## src/rtl/pattern_generator_pkg.sv

```systemverilog
// pattern_pkg: shared types and elaboration-time helpers for the 480p
// test-pattern source.
//   pattern_mode_t : the four selectable render modes (encoding = i_mode value)
//   DIR_POS/DIR_NEG: bouncing-square direction encoding
//   full()         : all-ones colour value for a given channel width
//   bg_blue()      : background blue (8'h8B scaled to the channel width)
//   bar_threshold(): left edge of colour bar k for a given active width
package pattern_pkg;

  typedef enum logic [1:0] {
    PM_SQUARE  = 2'd0,
    PM_BARS    = 2'd1,
    PM_CHECKER = 2'd2,
    PM_BOUNCE  = 2'd3
  } pattern_mode_t;

  localparam logic DIR_POS = 1'b1;
  localparam logic DIR_NEG = 1'b0;

  // Widest legal channel; the colour helpers return this width and callers
  // keep the low COLOUR_BITS bits.
  localparam int MAX_COLOUR_BITS = 12;

  function automatic logic [11:0] full(input int bits);
    return 12'hFFF >> (MAX_COLOUR_BITS - bits);
  endfunction

  function automatic logic [11:0] bg_blue(input int bits);
    return 12'h08B << (bits - 8);
  endfunction

  // Evaluated with constant arguments only, so no divider is built.
  function automatic int bar_threshold(input int k, input int h_res);
    return (k * h_res) / 8;
  endfunction

endpackage

```

## src/rtl/pattern_generator_bounce_tracker.sv

```systemverilog
// bounce_tracker: position and direction of the animated square.
// Moves SPEED pixels per axis on every new-frame pulse unless frozen; the
// square is kept fully inside the active area, clamping to the edge and
// reversing direction in the same update when it would touch or cross it.
//   i_clk    : pixel clock
//   i_rst    : synchronous active-high reset (returns square to centre, dirs +)
//   i_nf     : one-cycle new-frame pulse
//   i_freeze : holds the position while high
//   o_pos_x  : left edge of the square
//   o_pos_y  : top edge of the square
module bounce_tracker
  import pattern_pkg::*;
#(
  parameter int COORD_BITS = 10,
  parameter int H_RES      = 640,
  parameter int V_RES      = 480,
  parameter int SQ_SIZE    = 200,
  parameter int SPEED      = 2
) (
  input  logic                  i_clk,
  input  logic                  i_rst,
  input  logic                  i_nf,
  input  logic                  i_freeze,
  output logic [COORD_BITS-1:0] o_pos_x,
  output logic [COORD_BITS-1:0] o_pos_y
);

  // One extra bit so pos+SQ_SIZE+SPEED cannot wrap.
  localparam int W = COORD_BITS + 1;

  localparam logic [W-1:0]          SQ_W    = W'(SQ_SIZE);
  localparam logic [W-1:0]          SPD_W   = W'(SPEED);
  localparam logic [W-1:0]          H_W     = W'(H_RES);
  localparam logic [W-1:0]          V_W     = W'(V_RES);
  localparam logic [COORD_BITS-1:0] SPD_C   = COORD_BITS'(SPEED);
  localparam logic [COORD_BITS-1:0] X_MAX   = COORD_BITS'(H_RES - SQ_SIZE);
  localparam logic [COORD_BITS-1:0] Y_MAX   = COORD_BITS'(V_RES - SQ_SIZE);
  localparam logic [COORD_BITS-1:0] X_START = COORD_BITS'((H_RES - SQ_SIZE) / 2);
  localparam logic [COORD_BITS-1:0] Y_START = COORD_BITS'((V_RES - SQ_SIZE) / 2);

  logic [COORD_BITS-1:0] pos_x;
  logic [COORD_BITS-1:0] pos_y;
  logic                  dir_x;
  logic                  dir_y;

  // One axis update; returns {new_dir, new_pos}. In the non-clamping
  // forward branch pos+SPEED is below res, so the narrow add cannot wrap.
  function automatic logic [COORD_BITS:0] step(
    input logic [COORD_BITS-1:0] pos,
    input logic                  dir,
    input logic [W-1:0]          res,
    input logic [COORD_BITS-1:0] max_pos
  );
    logic [W-1:0] far_edge;
    far_edge = {1'b0, pos} + SQ_W + SPD_W;
    if (dir == DIR_POS) begin
      if (far_edge >= res) step = {DIR_NEG, max_pos};
      else                 step = {DIR_POS, pos + SPD_C};
    end else begin
      if (pos <= SPD_C)    step = {DIR_POS, {COORD_BITS{1'b0}}};
      else                 step = {DIR_NEG, pos - SPD_C};
    end
  endfunction

  always_ff @(posedge i_clk) begin
    if (i_rst) begin
      pos_x <= X_START;
      pos_y <= Y_START;
      dir_x <= DIR_POS;
      dir_y <= DIR_POS;
    end else if (i_nf && !i_freeze) begin
      {dir_x, pos_x} <= step(pos_x, dir_x, H_W, X_MAX);
      {dir_y, pos_y} <= step(pos_y, dir_y, V_W, Y_MAX);
    end
  end

  assign o_pos_x = pos_x;
  assign o_pos_y = pos_y;

endmodule

```

## src/rtl/pattern_generator.sv

```systemverilog
// pattern_generator: multi-mode test-pattern source for the 480p HDMI path.
// Two-stage pipeline: stage 1 registers a per-pixel colour classification
// plus the timing strobes, stage 2 turns the classification into colours.
// RGB, hsync, vsync and de all leave exactly 2 cycles after they enter.
// There is no handshake: every clock carries one pixel, and the strobes
// (i_hsync/i_vsync/i_de/i_nf) are sampled as level values on each edge.
//   i_clk, i_rst       : pixel clock, synchronous active-high reset
//   i_sx, i_sy         : current pixel coordinate
//   i_hsync/i_vsync/i_de: timing strobes, forwarded as o_* delayed 2 cycles
//   i_nf               : new-frame pulse; latches i_mode, advances the square
//   i_mode             : requested pattern (pattern_mode_t encoding)
//   i_freeze           : holds the bouncing-square position
//   o_r, o_g, o_b      : registered colour, 0 during blanking
//   o_mode             : mode currently being rendered
module pattern_generator
  import pattern_pkg::*;
#(
  parameter int COORD_BITS  = 10,
  parameter int COLOUR_BITS = 8,
  parameter int H_RES       = 640,
  parameter int V_RES       = 480,
  parameter int SQ_SIZE     = 200,
  parameter int SPEED       = 2,
  parameter int CHECK_SHIFT = 5
) (
  input  logic                   i_clk,
  input  logic                   i_rst,
  input  logic [COORD_BITS-1:0]  i_sx,
  input  logic [COORD_BITS-1:0]  i_sy,
  input  logic                   i_hsync,
  input  logic                   i_vsync,
  input  logic                   i_de,
  input  logic                   i_nf,
  input  logic [1:0]             i_mode,
  input  logic                   i_freeze,
  output logic [COLOUR_BITS-1:0] o_r,
  output logic [COLOUR_BITS-1:0] o_g,
  output logic [COLOUR_BITS-1:0] o_b,
  output logic                   o_hsync,
  output logic                   o_vsync,
  output logic                   o_de,
  output logic [1:0]             o_mode
);

  localparam int W = COORD_BITS + 1;

  localparam logic [11:0]            FULL12 = full(COLOUR_BITS);
  localparam logic [11:0]            BG12   = bg_blue(COLOUR_BITS);
  localparam logic [COLOUR_BITS-1:0] FULL_C = FULL12[COLOUR_BITS-1:0];
  localparam logic [COLOUR_BITS-1:0] BG_C   = BG12[COLOUR_BITS-1:0];

  localparam logic [COORD_BITS-1:0] SQ_X0 = COORD_BITS'((H_RES - SQ_SIZE) / 2);
  localparam logic [COORD_BITS-1:0] SQ_X1 = COORD_BITS'((H_RES + SQ_SIZE) / 2);
  localparam logic [COORD_BITS-1:0] SQ_Y0 = COORD_BITS'((V_RES - SQ_SIZE) / 2);
  localparam logic [COORD_BITS-1:0] SQ_Y1 = COORD_BITS'((V_RES + SQ_SIZE) / 2);
  localparam logic [W-1:0]          SQ_W  = W'(SQ_SIZE);

  pattern_mode_t         r_mode;
  logic [COORD_BITS-1:0] pos_x;
  logic [COORD_BITS-1:0] pos_y;

  bounce_tracker #(
    .COORD_BITS (COORD_BITS),
    .H_RES      (H_RES),
    .V_RES      (V_RES),
    .SQ_SIZE    (SQ_SIZE),
    .SPEED      (SPEED)
  ) u_bounce (
    .i_clk    (i_clk),
    .i_rst    (i_rst),
    .i_nf     (i_nf),
    .i_freeze (i_freeze),
    .o_pos_x  (pos_x),
    .o_pos_y  (pos_y)
  );

  // Mode only changes on the frame boundary so a frame is never torn.
  always_ff @(posedge i_clk) begin
    if (i_rst)     r_mode <= PM_SQUARE;
    else if (i_nf) r_mode <= pattern_mode_t'(i_mode);
  end

  assign o_mode = r_mode;

  // Classification: cls_rgb selects FULL per channel; cls_bg replaces a
  // zero blue channel with the background blue (square modes only).
  logic       in_static;
  logic       in_bounce;
  logic       chk_bit;
  logic [2:0] bar_k;
  logic [2:0] cls_rgb;
  logic       cls_bg;

  always_comb begin
    in_static = (i_sx >= SQ_X0) && (i_sx < SQ_X1) &&
                (i_sy >= SQ_Y0) && (i_sy < SQ_Y1);

    in_bounce = (i_sx >= pos_x) && ({1'b0, i_sx} < ({1'b0, pos_x} + SQ_W)) &&
                (i_sy >= pos_y) && ({1'b0, i_sy} < ({1'b0, pos_y} + SQ_W));

    chk_bit = i_sx[CHECK_SHIFT] ^ i_sy[CHECK_SHIFT];

    // Largest k whose left edge is at or left of sx; edges are constants.
    bar_k = 3'd0;
    for (int k = 1; k < 8; k++) begin
      if (i_sx >= COORD_BITS'(bar_threshold(k, H_RES))) bar_k = 3'(k);
    end

    cls_rgb = 3'b000;
    cls_bg  = 1'b0;
    case (r_mode)
      PM_SQUARE: begin
        cls_rgb = {3{in_static}};
        cls_bg  = ~in_static;
      end
      PM_BARS: begin
        cls_rgb = {~bar_k[1], ~bar_k[2], ~bar_k[0]};
      end
      PM_CHECKER: begin
        cls_rgb = {3{~chk_bit}};
      end
      PM_BOUNCE: begin
        cls_rgb = {3{in_bounce}};
        cls_bg  = ~in_bounce;
      end
      default: begin
        cls_rgb = 3'b000;
        cls_bg  = 1'b0;
      end
    endcase
  end

  // Stage 1: classification and strobes.
  logic       s1_hsync;
  logic       s1_vsync;
  logic       s1_de;
  logic [2:0] s1_rgb;
  logic       s1_bg;

  always_ff @(posedge i_clk) begin
    if (i_rst) begin
      s1_hsync <= 1'b0;
      s1_vsync <= 1'b0;
      s1_de    <= 1'b0;
      s1_rgb   <= 3'b000;
      s1_bg    <= 1'b0;
    end else begin
      s1_hsync <= i_hsync;
      s1_vsync <= i_vsync;
      s1_de    <= i_de;
      s1_rgb   <= cls_rgb;
      s1_bg    <= cls_bg;
    end
  end

  // Stage 2: colours, forced to 0 whenever the delayed de is low.
  always_ff @(posedge i_clk) begin
    if (i_rst) begin
      o_r     <= '0;
      o_g     <= '0;
      o_b     <= '0;
      o_hsync <= 1'b0;
      o_vsync <= 1'b0;
      o_de    <= 1'b0;
    end else begin
      o_hsync <= s1_hsync;
      o_vsync <= s1_vsync;
      o_de    <= s1_de;
      if (!s1_de) begin
        o_r <= '0;
        o_g <= '0;
        o_b <= '0;
      end else begin
        o_r <= s1_rgb[2] ? FULL_C : '0;
        o_g <= s1_rgb[1] ? FULL_C : '0;
        o_b <= s1_rgb[0] ? FULL_C : (s1_bg ? BG_C : '0);
      end
    end
  end

endmodule

```

## config.mk

```make
export PLATFORM = sky130hd
export DESIGN_NAME = pattern_generator
export DESIGN_NICKNAME = d
export VERILOG_FILES = /design/src/rtl/pattern_generator_pkg.sv /design/src/rtl/pattern_generator_bounce_tracker.sv /design/src/rtl/pattern_generator.sv
export SDC_FILE = /design/constraint.sdc
export NUM_CORES = 1
export LEC_CHECK = 0
export BUFFER_PORTS_ARGS = -buffer_cell sky130_fd_sc_hd__buf_4
export CAP_MARGIN = 40
export CORE_MARGIN = 5
export CORE_UTILIZATION = 61
export CTS_CLUSTER_DIAMETER = 150
export DETAILED_ROUTE_END_ITERATION = 12
export GPL_TIMING_DRIVEN = 0
export PLACE_DENSITY_LB_ADDON = 0.25
export SKIP_CTS_REPAIR_TIMING = 1
export SLEW_MARGIN = 0
export SYNTH_ARGS = -nofsm -noshare
export SYNTH_HDL_FRONTEND = slang
export SYNTH_HIERARCHICAL = 1
export SYNTH_SLANG_ARGS = --single-unit
export TNS_END_PERCENT = 1
```

## constraint.sdc

```tcl
create_clock -name i_clk -period 4 [get_ports i_clk]
set_clock_uncertainty 0.05 [all_clocks]
set_input_delay 0.4 -clock i_clk [delete_from_list [all_inputs] [get_ports i_clk]]
set_output_delay 0.4 -clock i_clk [all_outputs]
set_load 0.02 [all_outputs]
```

==> impl_metrics.env <==
export IMPL_outcome="completed"
export IMPL_synth_top_cell_area_share_pct=19.6
export IMPL_initial_utilization_pct=62.5
export IMPL_grt_use_total_pct=25.4
export IMPL_crit_type="reg2reg"
export IMPL_p_per_area_nw_per_um2=226
export IMPL_reg2reg_slack_ns=1.16
export IMPL_synthTopCellsByArea="dfxtp_1, ha_1, a21oi_1"
export IMPL_synthTopCellsByCount="ha_1, a21oi_1, dfxtp_1"
export IMPL_synth_simple_area_share_pct=20.7
export IMPL_critPathArrivalTime_ns=3.00
export IMPL_crit_required_ns=4.16
export IMPL_cts_buffer_depth=2
export IMPL_layout_drive_gt1_share_pct=20.3
export IMPL_io_pins=58
export IMPL_synth_seq_cells=36
export IMPL_slew_viol_final=0
export IMPL_synth_top_family_by_area="compound AO/OA/AOI/OAI gates"
export IMPL_syn_to_final_growth_pct=17.1
export IMPL_drtPass1Iterations=5
export IMPL_synthCells=472
export IMPL_grt_pass1_wl_um=16000
export IMPL_slew_headroom_pct=38.2
export IMPL_syn_area_um2=3680
export IMPL_synth_top_area_cell="dfxtp_1"
export IMPL_start_kind="flop"
export IMPL_path_max_fanout=12
export IMPL_synth_distinct_cells=79
export IMPL_setup_tns_final_ns=0
export IMPL_synthXorXnorAreaFrac_pct=4.52
export IMPL_fillers=467
export IMPL_multiInputGateArea_um2=2540
export IMPL_finalCritPeriodShare_pct=71.0
export IMPL_port_buffers=56
export IMPL_place_ws_ns=1.21
export IMPL_min_period_ns=2.84
export IMPL_wl_um=9550
export IMPL_finalHoldViolations=0
export IMPL_muxShareOfSynthArea_pct=2.31
export IMPL_synth_most_common_cell="ha_1"
export IMPL_antenna_found_initial=0
export IMPL_ctsRootBufferMaster="clkbuf_8"
export IMPL_clkTransAtPathRegs_ns=0.08
export IMPL_synth_adder_area_share_pct=15.6
export IMPL_grt_pass1_vias=3557
export IMPL_cts_sinks=36
export IMPL_synth_compound_area_share_pct=25.7
export IMPL_ys_seq_area_share_pct=19.6
export IMPL_min_path_cells=2
export IMPL_cp_end_kind="flop"
export IMPL_synth_edf_count=0
export IMPL_synth_avg_cell_area_um2=7.79
export IMPL_die_h_um=87.7
export IMPL_async_flop_share_pct=0
export IMPL_core_area_um2=5890
export IMPL_p_leak_nw=1.88
export IMPL_whs_endpoint="s1_vsync"
export IMPL_clock_latency_ns=0.30
export IMPL_rsz0062_at_grt="no"
export IMPL_min_from="i_vsync"
export IMPL_grt_overflow=0
export IMPL_grt_max_degree=13
export IMPL_setup_slack_ns=1.16
export IMPL_fp_row_count=28
export IMPL_synthFlopType="dfxtp_1"
export IMPL_dp_hpwl_um=7440
export IMPL_drc_errors=0
export IMPL_drt_initial_drc_count=247
export IMPL_ir_drop_mv=0.179
export IMPL_vias=3790
export IMPL_antennaDiodeCount=0
export IMPL_nNetsFinal=610
export IMPL_register_area_um2=721
export IMPL_cts_tree="built"
export IMPL_max_freq_mhz=352
export IMPL_worstReg2RegEnd="s1_rgb[1]"
export IMPL_avgViaCountPerCell=6.19
export IMPL_worstSetupStartpoint="u_bounce/o_pos_y[3]"
export IMPL_htree_levels=2
export IMPL_setup_viol=0
export IMPL_routabilityCongestion=0.907
export IMPL_timing_rr_start="u_bounce/o_pos_y[3]"
export IMPL_die_w_um=87.7
export IMPL_cts_buffers=5
export IMPL_worst_pin_slew_ns=0.915
export IMPL_final_antenna_net_count=0
export IMPL_hp_class="in2reg"
export IMPL_maxCapViolCount=0
export IMPL_r2r_cells=10
export IMPL_wl_per_cell_um=15.6
export IMPL_yosysWarnings=6
export IMPL_die_area_um2=7680
cell families (layout without fill, tap and decap cells):
group | after synthesis | after routing
fa+ha+maj | 46 | 46
mux | 8 | 8
simple gates | 141 | 141
flops | 36 | 36
xor+xnor | 19 | 19
compound gates | 138 | 138
other cells | 1 | 2
buf+inv | 83 | 147
how the worst max path moves through the flow:
| stage | endpoint | slack, ns | depth (start not counted) |
|---|---|---|---|
| 2_1_floorplan | s1_bg | 1.66 | 10 |
| 3_3_place_gp | s1_rgb[2] | 1.26 | 10 |
| 3_5_place_dp | s1_rgb[1] | 1.21 | 10 |
| 4_1_cts | s1_rgb[1] | 1.16 | 10 |
| 5_1_grt | s1_rgb[1] | 0.84 | 10 |
| 6_report | s1_rgb[1] | 1.16 | 10 |
layer usage:
metal / up-vias / part of all wire, % / track usage [%]
met2: 198 / 49 / 44.8
li1: 1831 / - / -
met3: 31 / 9.0 / 4.80
met5: - / 0 / 0
met1: 1730 / 40 / 31.0
met4: 0 / 2.4 / 8.37
cells in the final DEF (no fill, tap or decap), types with 6 or more instances in the layout:
cell type  count
a21oi_1       44
a211oi_1       8
xnor2_1       17
nor3_1        15
ha_1          45
nor2b_1        9
nand3_1       16
buf_4         78
clkbuf_1      17
inv_1         34
nor2_1        23
and3_1         7
dfxtp_1       36
nand3b_1       6
nand2_1       27
o21ai_0       29
flip-flops by register name, summed over array words and instances, names as in the netlist:
| signal | count |
|---|---|
| u_bounce/o_pos_x | 9 |
| u_bounce/o_pos_y | 9 |
| s1_rgb | 3 |
| o_b | 2 |
| o_mode | 2 |
| o_de | 1 |
| o_g | 1 |
| o_hsync | 1 |
| o_r | 1 |
| o_vsync | 1 |
| s1_bg | 1 |
| s1_de | 1 |
| s1_hsync | 1 |
| s1_vsync | 1 |
| u_bounce/dir_x | 1 |
| u_bounce/dir_y | 1 |
cell type report:
type | count | area share (%)
clock inverter | 3 | 0.988
multi-input combinational | 354 | 59.0
clock buffer | 5 | 1.60
tap | 75 | 2.18
timing repair buffer | 56 | 9.76
inverter | 37 | 3.22
buffer | 46 | 6.54
sequential | 36 | 16.7
report_power, final:
part / total [W] / internal (W) / leakage, nW / switching, W
combinational: 0.000257 / 0.000112 / 1.54 / 0.000145
clock: 0.000327 / 0.000185 / 0.0541 / 0.000142
sequential: 0.000388 / 0.000372 / 0.294 / 0.0000158
total: 0.000972 / 0.000668 / 1.88 / 0.000304
per-stage QoR:
step / cells / total power, W / utilization [%] / hold WS (ns) / cell area [µm²]
final: 612 / 0.000972 / 73.2 / 0.276 / 4310
after detailed placement: 604 / 0.000648 / 71.3 / 0.371 / 4200
after global placement: 604 / 0.000635 / 71.3 / 0.357 / 4200
after global routing: 612 / 0.00102 / 73.2 / 0.266 / 4310
after floorplan: 473 / 0.000562 / - / 0.355 / 3680
after CTS: 612 / 0.000972 / 73.2 / 0.268 / 4310
critical path, cell delays in order (launching register included):
cell and delay [ns]:
dfxtp_1 0.56, ha_1 0.25, a21oi_1 0.11, a21oi_1 0.19, xnor2_1 0.08, ha_1 0.21
a211oi_1 0.28, nor4b_1 0.35, a2bb2oi_1 0.26, nand4_1 0.21, a21oi_1 0.20
Note: power is estimated with default switching activity, not from simulation.
